<file path="src/rtl/scale_arbiter_if.sv">
// Scale-unit bus of scale_arbiter: scale/data issue towards the unit, result back.
// Signal suffixes are named from the arbiter's side (master).
interface scale_arbiter_if #(
  parameter int DATA_W = 32
) ();
  logic [DATA_W-1:0] su_scale_o;
  logic              su_scale_valid_o;
  logic              su_data_valid_o;
  logic [DATA_W-1:0] su_data_o;
  logic              su_valid_i;
  logic [DATA_W-1:0] su_data_i;

  modport master (
    output su_scale_o, su_scale_valid_o, su_data_valid_o, su_data_o,
    input  su_valid_i, su_data_i
  );

  modport slave (
    input  su_scale_o, su_scale_valid_o, su_data_valid_o, su_data_o,
    output su_valid_i, su_data_i
  );
endinterface

</file>
<file path="src/rtl/scale_arbiter.sv">
// Round-robin sharing of one fixed-point scale unit between NUM_REQ requesters,
// with lazy scale reload and a tag FIFO routing results back. Stats: SCALE_ARB_STATS_EN.
module scale_arbiter #(
  parameter int NUM_REQ   = 4,
  parameter int DATA_W    = 32,
  parameter int TAG_DEPTH = 4
) (
  input  logic                       clk_i,
  input  logic                       rst_i,
  input  logic                       cfg_valid_i,
  input  logic [$clog2(NUM_REQ)-1:0] cfg_req_i,
  input  logic [DATA_W-1:0]          cfg_scale_i,
  input  logic [NUM_REQ-1:0]         req_valid_i,
  input  logic [NUM_REQ*DATA_W-1:0]  req_data_i,
  output logic [NUM_REQ-1:0]         req_ready_o,
  scale_arbiter_if.master            su,
  output logic [NUM_REQ-1:0]         rsp_valid_o,
  output logic [DATA_W-1:0]          rsp_data_o,
  output logic                       err_o
`ifdef SCALE_ARB_STATS_EN
  ,
  output logic [NUM_REQ*32-1:0]      stat_issue_o,
  output logic [31:0]                stat_reload_o
`endif
);

  localparam int IDX_W = $clog2(NUM_REQ);
  localparam int PTR_W = $clog2(TAG_DEPTH);
  localparam int CNT_W = PTR_W + 1;

  logic [DATA_W-1:0]  scale_q [NUM_REQ];
  logic [NUM_REQ-1:0] scale_set_q;
  logic [IDX_W-1:0]   loaded_id_q, loaded_id_d;
  logic               loaded_ok_q, loaded_ok_d;
  logic [IDX_W-1:0]   rr_ptr_q;

  logic [IDX_W-1:0]   tag_mem_q [TAG_DEPTH];
  logic [PTR_W-1:0]   tag_wr_q, tag_rd_q;
  logic [CNT_W-1:0]   tag_cnt_q, tag_cnt_d;

  logic [DATA_W-1:0]  su_scale_q, su_data_q;
  logic               su_scale_valid_q, su_data_valid_q;
  logic [NUM_REQ-1:0] rsp_valid_q;
  logic [DATA_W-1:0]  rsp_data_q;
  logic               err_q;

  logic [NUM_REQ-1:0] eligible, grant_oh;
  logic [IDX_W-1:0]   gnt_idx, cand;
  logic               hs, need_reload, pop, fifo_full, fifo_empty;
  logic [DATA_W-1:0]  gnt_data;

  assign eligible   = req_valid_i & scale_set_q;
  assign fifo_full  = (tag_cnt_q == CNT_W'(TAG_DEPTH));
  assign fifo_empty = (tag_cnt_q == '0);

  always_comb begin
    grant_oh = '0;
    gnt_idx  = '0;
    hs       = 1'b0;
    cand     = '0;
    if (!fifo_full) begin
      for (int unsigned i = 0; i < NUM_REQ; i++) begin
        cand = rr_ptr_q + IDX_W'(i);
        if (!hs && eligible[cand]) begin
          hs      = 1'b1;
          gnt_idx = cand;
        end
      end
    end
    if (hs) grant_oh[gnt_idx] = 1'b1;
  end

  assign req_ready_o = grant_oh;
  assign gnt_data    = req_data_i[gnt_idx*DATA_W +: DATA_W];
  assign need_reload = (gnt_idx != loaded_id_q) || !loaded_ok_q;
  assign pop         = su.su_valid_i && !fifo_empty;

  always_comb begin
    loaded_id_d = loaded_id_q;
    loaded_ok_d = loaded_ok_q;
    if (hs && need_reload) begin
      loaded_id_d = gnt_idx;
      loaded_ok_d = 1'b1;
    end
    // Compared against the post-issue id: a rewrite racing the issue of that
    // requester must still force a reload on its following word.
    if (cfg_valid_i && (cfg_req_i == loaded_id_d)) loaded_ok_d = 1'b0;
  end

  always_comb begin
    tag_cnt_d = tag_cnt_q;
    if (hs && !pop)      tag_cnt_d = tag_cnt_q + CNT_W'(1);
    else if (!hs && pop) tag_cnt_d = tag_cnt_q - CNT_W'(1);
  end

  always_ff @(posedge clk_i or posedge rst_i) begin
    if (rst_i) begin
      for (int unsigned r = 0; r < NUM_REQ; r++) scale_q[r] <= '0;
      for (int unsigned t = 0; t < TAG_DEPTH; t++) tag_mem_q[t] <= '0;
      scale_set_q      <= '0;
      loaded_id_q      <= '0;
      loaded_ok_q      <= 1'b0;
      rr_ptr_q         <= '0;
      tag_wr_q         <= '0;
      tag_rd_q         <= '0;
      tag_cnt_q        <= '0;
      su_scale_q       <= '0;
      su_data_q        <= '0;
      su_scale_valid_q <= 1'b0;
      su_data_valid_q  <= 1'b0;
      rsp_valid_q      <= '0;
      rsp_data_q       <= '0;
      err_q            <= 1'b0;
    end else begin
      if (cfg_valid_i) begin
        scale_q[cfg_req_i]     <= cfg_scale_i;
        scale_set_q[cfg_req_i] <= 1'b1;
      end
      loaded_id_q <= loaded_id_d;
      loaded_ok_q <= loaded_ok_d;
      tag_cnt_q   <= tag_cnt_d;

      su_data_valid_q  <= hs;
      su_scale_valid_q <= hs && need_reload;
      if (hs) begin
        su_data_q           <= gnt_data;
        rr_ptr_q            <= gnt_idx + IDX_W'(1);
        tag_mem_q[tag_wr_q] <= gnt_idx;
        tag_wr_q            <= tag_wr_q + PTR_W'(1);
        if (need_reload) su_scale_q <= scale_q[gnt_idx];
      end

      rsp_valid_q <= '0;
      if (pop) begin
        rsp_valid_q <= NUM_REQ'(1) << tag_mem_q[tag_rd_q];
        rsp_data_q  <= su.su_data_i;
        tag_rd_q    <= tag_rd_q + PTR_W'(1);
      end
      if (su.su_valid_i && fifo_empty) err_q <= 1'b1;
    end
  end

  assign su.su_scale_o       = su_scale_q;
  assign su.su_scale_valid_o = su_scale_valid_q;
  assign su.su_data_valid_o  = su_data_valid_q;
  assign su.su_data_o        = su_data_q;
  assign rsp_valid_o         = rsp_valid_q;
  assign rsp_data_o          = rsp_data_q;
  assign err_o               = err_q;

`ifdef SCALE_ARB_STATS_EN
  logic [31:0] stat_issue_q [NUM_REQ];
  logic [31:0] stat_reload_q;

  always_ff @(posedge clk_i or posedge rst_i) begin
    if (rst_i) begin
      for (int unsigned r = 0; r < NUM_REQ; r++) stat_issue_q[r] <= '0;
      stat_reload_q <= '0;
    end else if (hs) begin
      stat_issue_q[gnt_idx] <= stat_issue_q[gnt_idx] + 32'd1;
      if (need_reload) stat_reload_q <= stat_reload_q + 32'd1;
    end
  end

  for (genvar gi = 0; gi < NUM_REQ; gi++) begin : g_stat
    assign stat_issue_o[gi*32 +: 32] = stat_issue_q[gi];
  end
  assign stat_reload_o = stat_reload_q;
`endif

endmodule
</file>
<file path="src/flat_wrapper.sv">
// flat-port wrapper written by rule: the top's interface ports become plain ports
module scale_arbiter_flat 
#(
  parameter int NUM_REQ   = 4,
  parameter int DATA_W    = 32,
  parameter int TAG_DEPTH = 4
)
  (clk_i, rst_i, cfg_valid_i, cfg_req_i, cfg_scale_i, req_valid_i, req_data_i, req_ready_o, rsp_valid_o, rsp_data_o, err_o, su_su_scale_o, su_su_scale_valid_o, su_su_data_valid_o, su_su_data_o, su_su_valid_i, su_su_data_i);
  scale_arbiter_if #(.DATA_W(DATA_W)) su_i ();
  input  logic clk_i;
  input  logic rst_i;
  input  logic cfg_valid_i;
  input  logic [$clog2(NUM_REQ)-1:0] cfg_req_i;
  input  logic [DATA_W-1:0] cfg_scale_i;
  input  logic [NUM_REQ-1:0] req_valid_i;
  input  logic [NUM_REQ*DATA_W-1:0] req_data_i;
  output logic [NUM_REQ-1:0] req_ready_o;
  output logic [NUM_REQ-1:0] rsp_valid_o;
  output logic [DATA_W-1:0] rsp_data_o;
  output logic err_o;
  output wire logic [$bits(su_i.su_scale_o)-1:0] su_su_scale_o;
  output wire logic [$bits(su_i.su_scale_valid_o)-1:0] su_su_scale_valid_o;
  output wire logic [$bits(su_i.su_data_valid_o)-1:0] su_su_data_valid_o;
  output wire logic [$bits(su_i.su_data_o)-1:0] su_su_data_o;
  input wire logic [$bits(su_i.su_valid_i)-1:0] su_su_valid_i;
  input wire logic [$bits(su_i.su_data_i)-1:0] su_su_data_i;
  assign su_su_scale_o = su_i.su_scale_o;
  assign su_su_scale_valid_o = su_i.su_scale_valid_o;
  assign su_su_data_valid_o = su_i.su_data_valid_o;
  assign su_su_data_o = su_i.su_data_o;
  assign su_i.su_valid_i = su_su_valid_i;
  assign su_i.su_data_i = su_su_data_i;
  scale_arbiter #(.NUM_REQ(NUM_REQ), .DATA_W(DATA_W), .TAG_DEPTH(TAG_DEPTH)) u_core (.clk_i(clk_i), .rst_i(rst_i), .cfg_valid_i(cfg_valid_i), .cfg_req_i(cfg_req_i), .cfg_scale_i(cfg_scale_i), .req_valid_i(req_valid_i), .req_data_i(req_data_i), .req_ready_o(req_ready_o), .su(su_i), .rsp_valid_o(rsp_valid_o), .rsp_data_o(rsp_data_o), .err_o(err_o));
endmodule
</file>
<file path="config.mk">
export PLATFORM = sky130hd
export DESIGN_NAME = scale_arbiter_flat
export DESIGN_NICKNAME = d
export VERILOG_FILES = /design/src/rtl/scale_arbiter_if.sv /design/src/rtl/scale_arbiter.sv /design/src/flat_wrapper.sv
export SDC_FILE = /design/constraint.sdc
export NUM_CORES = 1
export LEC_CHECK = 0
export ABC_CLOCK_PERIOD_IN_PS = 8900
export CORE_ASPECT_RATIO = 0.9
export CORE_MARGIN = 2
export CORE_UTILIZATION = 44
export CTS_BUF_LIST = sky130_fd_sc_hd__clkbuf_16
export DETAILED_ROUTE_END_ITERATION = 10
export HOLD_SLACK_MARGIN = 0.08
export PLACE_DENSITY = 0.86
export SLEW_MARGIN = 0
export SYNTH_ARGS = -nofsm -noshare
export SYNTH_HDL_FRONTEND = slang
export SYNTH_SLANG_ARGS = --single-unit
</file>
<file path="constraint.sdc">
create_clock -name clk_i -period 8.9 [get_ports clk_i]
set_input_delay 1.78 -clock clk_i [delete_from_list [all_inputs] [get_ports clk_i]]
set_output_delay 1.78 -clock clk_i [all_outputs]
set_load 0.01 [all_outputs]
</file>
# [Word level (Yosys, flattened, before mapping)]
# Cells that the tools add are included.
[classes] add_sub_neg=8 magnitude_cmp=14 eq_ne=3 n_shift=2 n_mux=44 n_bitwise=6 reduce_logical=25
[ops] operator="128-bit bitwise mux" n=1
[ops] operator="128-bit by 8-bit variable part select with 32-bit output" n=1
[ops] operator="32-bit two-way mux" n=3
[ops] operator="32-bit binary-select mux with 2-bit select" n=1
[ops] operator="32-bit demux with 2-bit select" n=1
[ops] operator="2-bit by 3-bit < comparator with 1-bit output, second input constant" n=6
[ops] operator="2-bit two-way mux" n=9
[ops] operator="1-bit two-way mux" n=16
[ops] operator="1-bit logical AND" n=13
[ops] operator="3-bit >= comparator, second input constant" n=4
[ops] operator="2-bit inverter with 3-bit output" n=4
[ops] operator="2-bit by 1-bit adder with 2-bit output, second input constant" n=4
[ops] operator="1-bit binary-select mux with 2-bit select" n=4
[ops] operator="8-bit bitwise mux" n=1
[ops] operator="4-bit two-way mux" n=2
[ops] operator="1-bit logical NOT" n=7
[ops] operator="3-bit by 1-bit < comparator with 1-bit output, second input constant" n=2
[ops] operator="3-bit two-way mux" n=2
[ops] operator="2-bit adder, second input constant" n=2
[ops] operator="4-bit AND" n=1
[ops] operator="2-bit binary-select mux with 2-bit select" n=1
[ops] operator="1-bit demux with 2-bit select" n=2
[ops] operator="2-bit demux with 2-bit select" n=1
[ops] operator="2-bit by 1-bit >= comparator with 1-bit output, second input constant" n=2
[ops] operator="11 further kinds" n=12
[word_totals] register_bits=255 inputBits=202 output_inout_bits=107 word_cells=124

# [Longest topological paths before layout]
# Gate-level depths: netlist of the first run.
[depth] word_depth=24 mapped_depth=10 depth_no_buf=9

# [Worst setup path after synthesis of the first run]
# Ideal clock, no wire load.
[synth_path] kind="input -> output" startpoint="in req_valid_i[0]" endpoint="out req_ready_o[1]" arrival_ps=3475 t_required_ps=7120 setup_slack_ps=3645 cell_stages=8 path_buffers=2 cell_sequence="and2_4 > a41o_1 > a211o_1 > inv_2 > clkbuf_1 > buf_1 > ha_1 > and2_1"
[synth_between] elab_chain_cells=22
[synth_rtl] element="start, declared" line_no="flat_wrapper.sv:15" source="input logic [NUM_REQ-1:0] req_valid_i;"
[synth_rtl] element="4-bit AND *" line_no="scale_arbiter.sv:52" source="assign eligible = req_valid_i & scale_set_q;"
[synth_rtl] element="1-bit binary-select mux with 2-bit select" line_no="scale_arbiter.sv:64" source="if (!hs && eligible[cand]) begin"
[synth_rtl] element="1-bit two-way mux (implied by the code)" line_no="scale_arbiter.sv:64"
[synth_rtl] element="1-bit two-way mux" line_no="scale_arbiter.sv:64"
[synth_rtl] element="1-bit two-way mux" line_no="scale_arbiter.sv:61" source="if (!fifo_full) begin"
[synth_rtl] element="1-bit logical NOT" line_no="scale_arbiter.sv:64"
[synth_rtl] element="1-bit logical AND" line_no="scale_arbiter.sv:64"
[synth_rtl] element="1-bit two-way mux" line_no="scale_arbiter.sv:64"
[synth_rtl] element="(+7 left out)"
[synth_rtl] element="2-bit two-way mux *" line_no="scale_arbiter.sv:64"
[synth_rtl] element="2-bit two-way mux *" line_no="scale_arbiter.sv:61"
[synth_rtl] element="named net u_core.gnt_idx[0]" line_no="scale_arbiter.sv:48" source="logic [IDX_W-1:0] gnt_idx, cand;"
[synth_rtl] element="2-bit by 3-bit < comparator with 1-bit output (implied by the code) or 2-bit by 1-bit >= comparator with 1-bit output (tied branches)" line_no="scale_arbiter.sv:70" source="if (hs) grant_oh[gnt_idx] = 1'b1;"
[synth_rtl] element="1-bit logical AND (implied by the code)" line_no="scale_arbiter.sv:70"
[synth_rtl] element="1-bit two-way mux (implied by the code)" line_no="scale_arbiter.sv:70"
[synth_rtl] element="1-bit demux with 2-bit select *"
[synth_rtl] element="4-bit two-way mux *" line_no="scale_arbiter.sv:70"
[synth_rtl] element="end, declared" line_no="flat_wrapper.sv:17" source="output logic [NUM_REQ-1:0] req_ready_o;"
# The timed path passes the listed nets; every way through them passes the cells marked *. The select of a mux whose other input is x is not followed.

# [Worst setup path after layout of the first run]
[layout_path] startpoint="in req_valid_i[1]" endpoint="out req_ready_o[2]"
# The elaborated chain is that of the path after synthesis.

==> impl_metrics.csv, run 1 <==
group,metric,value,unit
run_status,status,"complete, no violations",
clocking,cts_hold_buf,0,
clocking,ctsResizeCount,0,
logic_synthesis,post_synth_mux_area_share,24.8,%
hold_path,worstHoldPathType,"flop to flop",
setup_path,r2r_slack,4.90,ns
finish,layout.cells.non_filler,1571,
logic_synthesis,synth_commonest_cells,"dfrtp_1, mux2_2, nand2_1, mux2i_1, and2_1",
setup_path,crit_start,"req_valid_i[1]",
grt,grt-ovfl-total,0,
logic_synthesis,synth.most_common_cell,"dfrtp_1",
grt,grt_pass1_vias,8533,
setup_path,cp-endpoint,"req_ready_o[2]",
setup_path,reg2reg_to,"u_core.su.su_data_o[10]$_DFFE_PP0P_",
power_and_ir_drop,max-vdd-ir-drop,0.000261,V
logic_synthesis,synth_top_area_cell,"dfrtp_1",
die,initial_core_util,44.4,%
logic_synthesis,yosysWarnings,0,
setup_path,startpoint_type,"primary input",
setup_path,cp.arrival,4.55,ns
clocking,cts_htree_levels,1,
finish,layout-drive-gt1-share,19.0,%
run,max-cap-violations,0,
grt,grt_pass1_wl,47000,um
logic_synthesis,synth_cells,913,
sta,hold_viol_final,0,
sta,setup_viol,0,
logic_synthesis,yosys.area_share.simple,7.22,%
detailed_routing,wire_per_inst,19.3,um
grt,grt_max_degree,148,
sta,period_share,71.1,%
setup_path,crit_fanout,30,
logic_synthesis,synth-compound-area-share,7.93,%
detailed_routing,first_pass_iters,5,
setup_path,crit_path_end_kind,"primary output",
clocking,cts_tree,"built",
logic_synthesis,syn-cell-area,11500,um^2
hold_path,hold_path_depth,1,
clocking,cts_max_path_buffers,3,
logic_synthesis,synth_xor_area_share,0.760,%
power_and_ir_drop,power_density,331,nW/um^2
setup_path,r2r-start,"u_core.scale_set_q[1]$_DFFE_PP0P_",
placement,numPortBuffers,308,
detailed_routing,routed_via_density,5.42,
logic_synthesis,synthAdderAreaFrac,1.15,%
logic_synthesis,ys_top_cells_by_area,"dfrtp_1, mux2_2, mux2i_1, nand2_1, mux2_1",
die,dieArea,27500,um^2
placement,place_congestion,0.838,
setup_path,path_class,"primary input to primary output",
setup_path,reg2reg_depth,7,
sta,fin_ws,2.57,ns
logic_synthesis,synth_top_family_by_area,"multiplexers",
die,num_rows,56,
grt,track_usage,21.3,%
power_and_ir_drop,p_leak,6.67,nW
die,die_h,158,um
sta,setup_tns,0,ns
sta,slew_viol_final,0,
logic_synthesis,yosys_most_used_dff,"dfrtp_1",
logic_synthesis,synth_top_area_share,55.4,%
power_and_ir_drop,power,0.00523,W
die,core_area,25900,um^2
die,ios,309,
grt,antenna_found_initial,1,
detailed_routing,wl,30300,um
clocking,cts_root_buf,"clkbuf_16",
die,die_w,175,um
placement,place_hpwl,20000,um
clocking,numCtsBuffers,26,
sta,fin_crit,6.33,ns
setup_path,required,7.12,ns
detailed_routing,ant_nets,0,
sta,skew,0.0231,ns
logic_synthesis,syn-num-nets,1125,
clocking,clk_latency,0.54,ns
finish,synthToLayoutAreaGrowth,36.9,%
clocking,numClockSinks,255,
sta,rsz0062_at_grt,"false",
detailed_routing,vias,8507,
logic_synthesis,synthArstFlopShare,100,%
logic_synthesis,synth-edff-count,0,
detailed_routing,first_iter_violations,551,
sta,relSlewSlack,19.2,%
finish,nNetsFinal,1414,
clocking,cts_setup_buffers,0,
placement,placed_cells,1522,
placement,dpl_worst_slack,2.59,ns
detailed_routing,drc,0,
logic_synthesis,synth_seq_cells,255,
logic_synthesis,synth.distinct_cells,44,
logic_synthesis,ys_seq_area_share,55.4,%
logic_synthesis,postSynthAreaPerCell,12.6,um^2
finish,fillers,2022,
clocking,clk_pin_slew_worst_paths,0.06,ns
sta,tightest_slew,1.21,ns
sta,max_freq,158,MHz
## cells in the final DEF, fill, tap and decap left out, types with 3 or more instances in the layout
cell type,n
mux2_2,170
dfrtp_1,255
nand2b_1,5
a211oi_1,33
clkinv_1,5
inv_1,15
o221ai_1,16
clkdlybuf4s50_1,308
clkinv_2,6
xor2_1,3
nand3b_1,3
bufinv_16,3
mux2_1,23
o21ai_0,11
xnor2_1,7
buf_4,12
a221oi_1,16
clkbuf_16,27
a31oi_1,35
ha_1,9
and2_1,38
nor3_1,3
nor2_1,22
mux2i_1,64
nand2_1,104
## worst max-delay path, cell delays in order
cell and delay (ns):
clkdlybuf4s50_1 0.52, and2_1 0.22, nand4_1 0.19, o2111ai_4 0.85, inv_1 0.16, ha_1 0.22, and2_1 0.13, clkdlybuf4s50_1 0.47
## final cells by class
cell class	count	area (um^2)	share of cell area [%]
antenna	1	2.50	0.0159
clock buffer	27	676	4.28
clock inverter	21	174	1.10
inverter	12	55.1	0.349
multi-input combinational	586	4850	30.8
sequential	255	6380	40.5
tap	348	435	2.76
timing repair buffer	321	3190	20.2
## registers in the layout, indices dropped and copies added, names as in the netlist, 3 cells and up
name                  flops
u_core.scale_q          128
u_core.su.su_scale_o     32
u_core.su.su_data_o      32
u_core.tag_cnt_q          3
u_core.scale_set_q        4
u_core.rsp_data_o        32
u_core.tag_mem_q          8
u_core.rsp_valid_o        4
## cell families (layout without fill, tap and decap cells)
| group | count (synthesis) | in the layout |
|---|---|---|
| compound gates | 124 | 124 |
| buf+inv | 72 | 381 |
| other cells | 0 | 1 |
| xor+xnor | 10 | 10 |
| simple gates | 183 | 183 |
| fa+ha+maj | 10 | 10 |
| flops | 255 | 255 |
| mux | 259 | 259 |
## power by group
group,switching (W),internal (W)
sequential,0.000211,0.00154
combinational,0.00119,0.00119
clock,0.000457,0.000634
total,0.00185,0.00337
## stage by stage
step	area (um^2)	hold WS [ns]	util, %
6_report	15800	0.479	60.8
3_3_place_gp	14900	0.439	57.5
5_1_grt	15800	0.508	60.8
4_1_cts	15800	0.475	60.8
2_1_floorplan	11500	0.445	-
3_5_place_dp	14900	0.464	57.5
## worst min-delay path by stage
stage | from | endpoint | slack (ns)
floorplan | u_core.tag_mem_q[2]$_DFFE_PP0P_ | u_core.tag_mem_q[2]$_DFFE_PP0P_ | 0.44
global placement | u_core.err_o$_DFFE_PP0P_ | u_core.err_o$_DFFE_PP0P_ | 0.44
detailed placement | u_core.err_o$_DFFE_PP0P_ | u_core.err_o$_DFFE_PP0P_ | 0.46
CTS | u_core.err_o$_DFFE_PP0P_ | u_core.err_o$_DFFE_PP0P_ | 0.47
global route | u_core.tag_mem_q[3]$_DFFE_PP0P_ | u_core.tag_mem_q[3]$_DFFE_PP0P_ | 0.51
finish | u_core.err_o$_DFFE_PP0P_ | u_core.err_o$_DFFE_PP0P_ | 0.48
## layer usage
| layer | global-route usage (%) | share of wire (%) | routed length (um) |
|---|---|---|---|
| met3 | 3.86 | 6.1 | 1860 |
| met2 | 36.0 | 49 | 15000 |
| met1 | 28.2 | 42 | 12700 |
| met4 | 6.23 | 2.6 | 777 |
| met5 | 0 | 0 | 0 |
Power figures use the tool's default switching activity.
==> inputs of run 2 (changes only) <==
--- a/config.mk
+++ b/config.mk
@@ -5,7 +5,7 @@
 export SDC_FILE = /design/constraint.sdc
 export NUM_CORES = 1
 export LEC_CHECK = 0
-export ABC_CLOCK_PERIOD_IN_PS = 8900
+export ABC_CLOCK_PERIOD_IN_PS = 5500
 export CORE_ASPECT_RATIO = 0.9
 export CORE_MARGIN = 2
 export CORE_UTILIZATION = 44
==> constraint.sdc (replaced) <==
create_clock -name clk_i -period 5.5 [get_ports clk_i]
set_input_delay 1.1 -clock clk_i [delete_from_list [all_inputs] [get_ports clk_i]]
set_output_delay 1.1 -clock clk_i [all_outputs]
set_load 0.01 [all_outputs]
==> impl_metrics.csv, run 2 (synthesis gave the netlist of run 1 again) <==
group,metric,value,unit
setup_path,cp-endpoint,"req_ready_o[3]",
grt,grt_pass1_wl,46500,um
run,max-cap-violations,0,
detailed_routing,wire_per_inst,19.2,um
die,initial_core_util,44.4,%
detailed_routing,drc,0,
hold_path,worstHoldPathType,"flop to flop",
setup_path,reg2reg_to,"u_core.su.su_scale_o[21]$_DFFE_PP0N_",
die,die_w,175,um
finish,stdcell_area,15800,um^2
sta,period_share,85.3,%
detailed_routing,ant_nets,0,
sta,timing.hold.ws,0.473,ns
sta,skew,0.0193,ns
power_and_ir_drop,power_density,537,nW/um^2
sta,slew_viol_final,0,
sta,hold_viol_final,0,
run_status,status,"complete, no violations",
setup_path,crit_fanout,12,
die,dieArea,27500,um^2
setup_path,cp.arrival,3.59,ns
clocking,clk_latency,0.53,ns
grt,antenna_found_initial,0,
clocking,numCtsBuffers,27,
setup_path,r2r_slack,2.27,ns
detailed_routing,first_pass_iters,5,
clocking,cts_setup_buffers,0,
sta,setup_viol,0,
placement,numPortBuffers,308,
finish,fin_util,60.9,%
setup_path,required,4.40,ns
grt,grt_pass1_vias,8471,
setup_path,crit_start,"req_valid_i[2]",
finish,layout-drive-gt1-share,18.6,%
finish,most-common-layout-cells,"clkdlybuf4s50_1, dfrtp_1, mux2_2",
clocking,cts_tree,"built",
clocking,clk_pin_slew_worst_paths,0.05,ns
die,ios,309,
clocking,cts_htree_levels,1,
die,core_area,25900,um^2
power_and_ir_drop,max-vdd-ir-drop,0.000361,V
clocking,cts_hold_buf,0,
sta,setup_tns,0,ns
finish,nNetsFinal,1416,
sta,max_freq,213,MHz
setup_path,reg2reg_depth,9,
power_and_ir_drop,power,0.00848,W
sta,tightest_slew,1.05,ns
die,die_h,158,um
finish,insertedDiodeCount,0,
grt,grt-ovfl-total,0,
power_and_ir_drop,p_leak,6.69,nW
finish,largest_register_ffs,128,
finish,layout_commonest_cell,"clkdlybuf4s50_1",
placement,place_hpwl,20200,um
sta,relSlewSlack,29.6,%
setup_path,path_class,"primary input to primary output",
setup_path,startpoint_type,"primary input",
sta,rsz0062_at_grt,"false",
clocking,numClockSinks,255,
clocking,cts_root_buf,"clkbuf_16",
sta,fin_crit,4.69,ns
grt,grt_max_degree,146,
detailed_routing,routed_via_density,5.39,
finish,regMostFlops,"u_core.scale_q",
clocking,cts_max_path_buffers,3,
placement,place_area,15000,um^2
grt,track_usage,21.2,%
placement,place_congestion,0.872,
detailed_routing,first_iter_violations,526,
setup_path,r2r-start,"u_core.scale_set_q[2]$_DFFE_PP0P_",
clocking,ctsResizeCount,0,
detailed_routing,vias,8468,
setup_path,crit_path_end_kind,"primary output",
finish,synthToLayoutAreaGrowth,37.1,%
detailed_routing,wl,30200,um
die,num_rows,56,
[run 2: through the flow]
| stage | setup WS [ns] | std cells |
|---|---|---|
| floorplan | 1.04 | 913 |
| global placement | 0.888 | 1523 |
| detailed placement | 0.845 | 1523 |
| CTS | 0.826 | 1571 |
| global route | 0.641 | 1571 |
| finish | 0.809 | 1571 |
[run 2: layout make-up]
| type | count | area, um^2 |
|---|---|---|
| Fill cell | 1997 | 10100 |
| Sequential cell | 255 | 6380 |
| Multi-Input combinational cell | 586 | 4850 |
| Timing Repair Buffer | 322 | 3240 |
| Clock buffer | 27 | 676 |
| Tap cell | 348 | 435 |
| Clock inverter | 21 | 164 |
| Inverter | 12 | 51.3 |
[run 2: report_power, final]
group / internal (W) / leakage, nW / switching [W] / total [W]
clock network: 0.00102 / 0.437 / 0.000716 / 0.00174
logic: 0.00196 / 3.25 / 0.00193 / 0.00390
registers: 0.00250 / 3.00 / 0.000349 / 0.00285
[run 2: metal layers]
metal	vias up	global-route usage [%]	wire, um
met5	-	0	0
met4	0	5.95	709
met3	61	3.91	1740
met2	277	35.8	14800
met1	4266	28.2	12900
li1	3864	-	-
[run 2: worst max-delay path, stage by stage]
cell             delay, ns
clkdlybuf4s50_1       0.51
nand2_1               0.16
o22ai_1               0.25
a221o_1               0.23
o2111ai_4             0.31
inv_1                 0.22
ha_1                  0.15
and2_1                0.12
clkdlybuf4s50_1       0.53
[run 2: how the worst min path moves through the flow]
| stage | slack, ns | depth (start not counted) | startpoint | end |
|---|---|---|---|---|
| after floorplan | 0.44 | 2 | u_core.tag_mem_q[2]$_DFFE_PP0P_ | u_core.tag_mem_q[2]$_DFFE_PP0P_ |
| after global placement | 0.44 | 1 | u_core.err_o$_DFFE_PP0P_ | u_core.err_o$_DFFE_PP0P_ |
| after detailed placement | 0.47 | 2 | u_core.tag_mem_q[1]$_DFFE_PP0P_ | u_core.tag_mem_q[1]$_DFFE_PP0P_ |
| after CTS | 0.48 | 2 | u_core.tag_mem_q[1]$_DFFE_PP0P_ | u_core.tag_mem_q[1]$_DFFE_PP0P_ |
| after global routing | 0.50 | 2 | u_core.tag_mem_q[1]$_DFFE_PP0P_ | u_core.tag_mem_q[1]$_DFFE_PP0P_ |
| final | 0.47 | 2 | u_core.tag_mem_q[1]$_DFFE_PP0P_ | u_core.tag_mem_q[1]$_DFFE_PP0P_ |
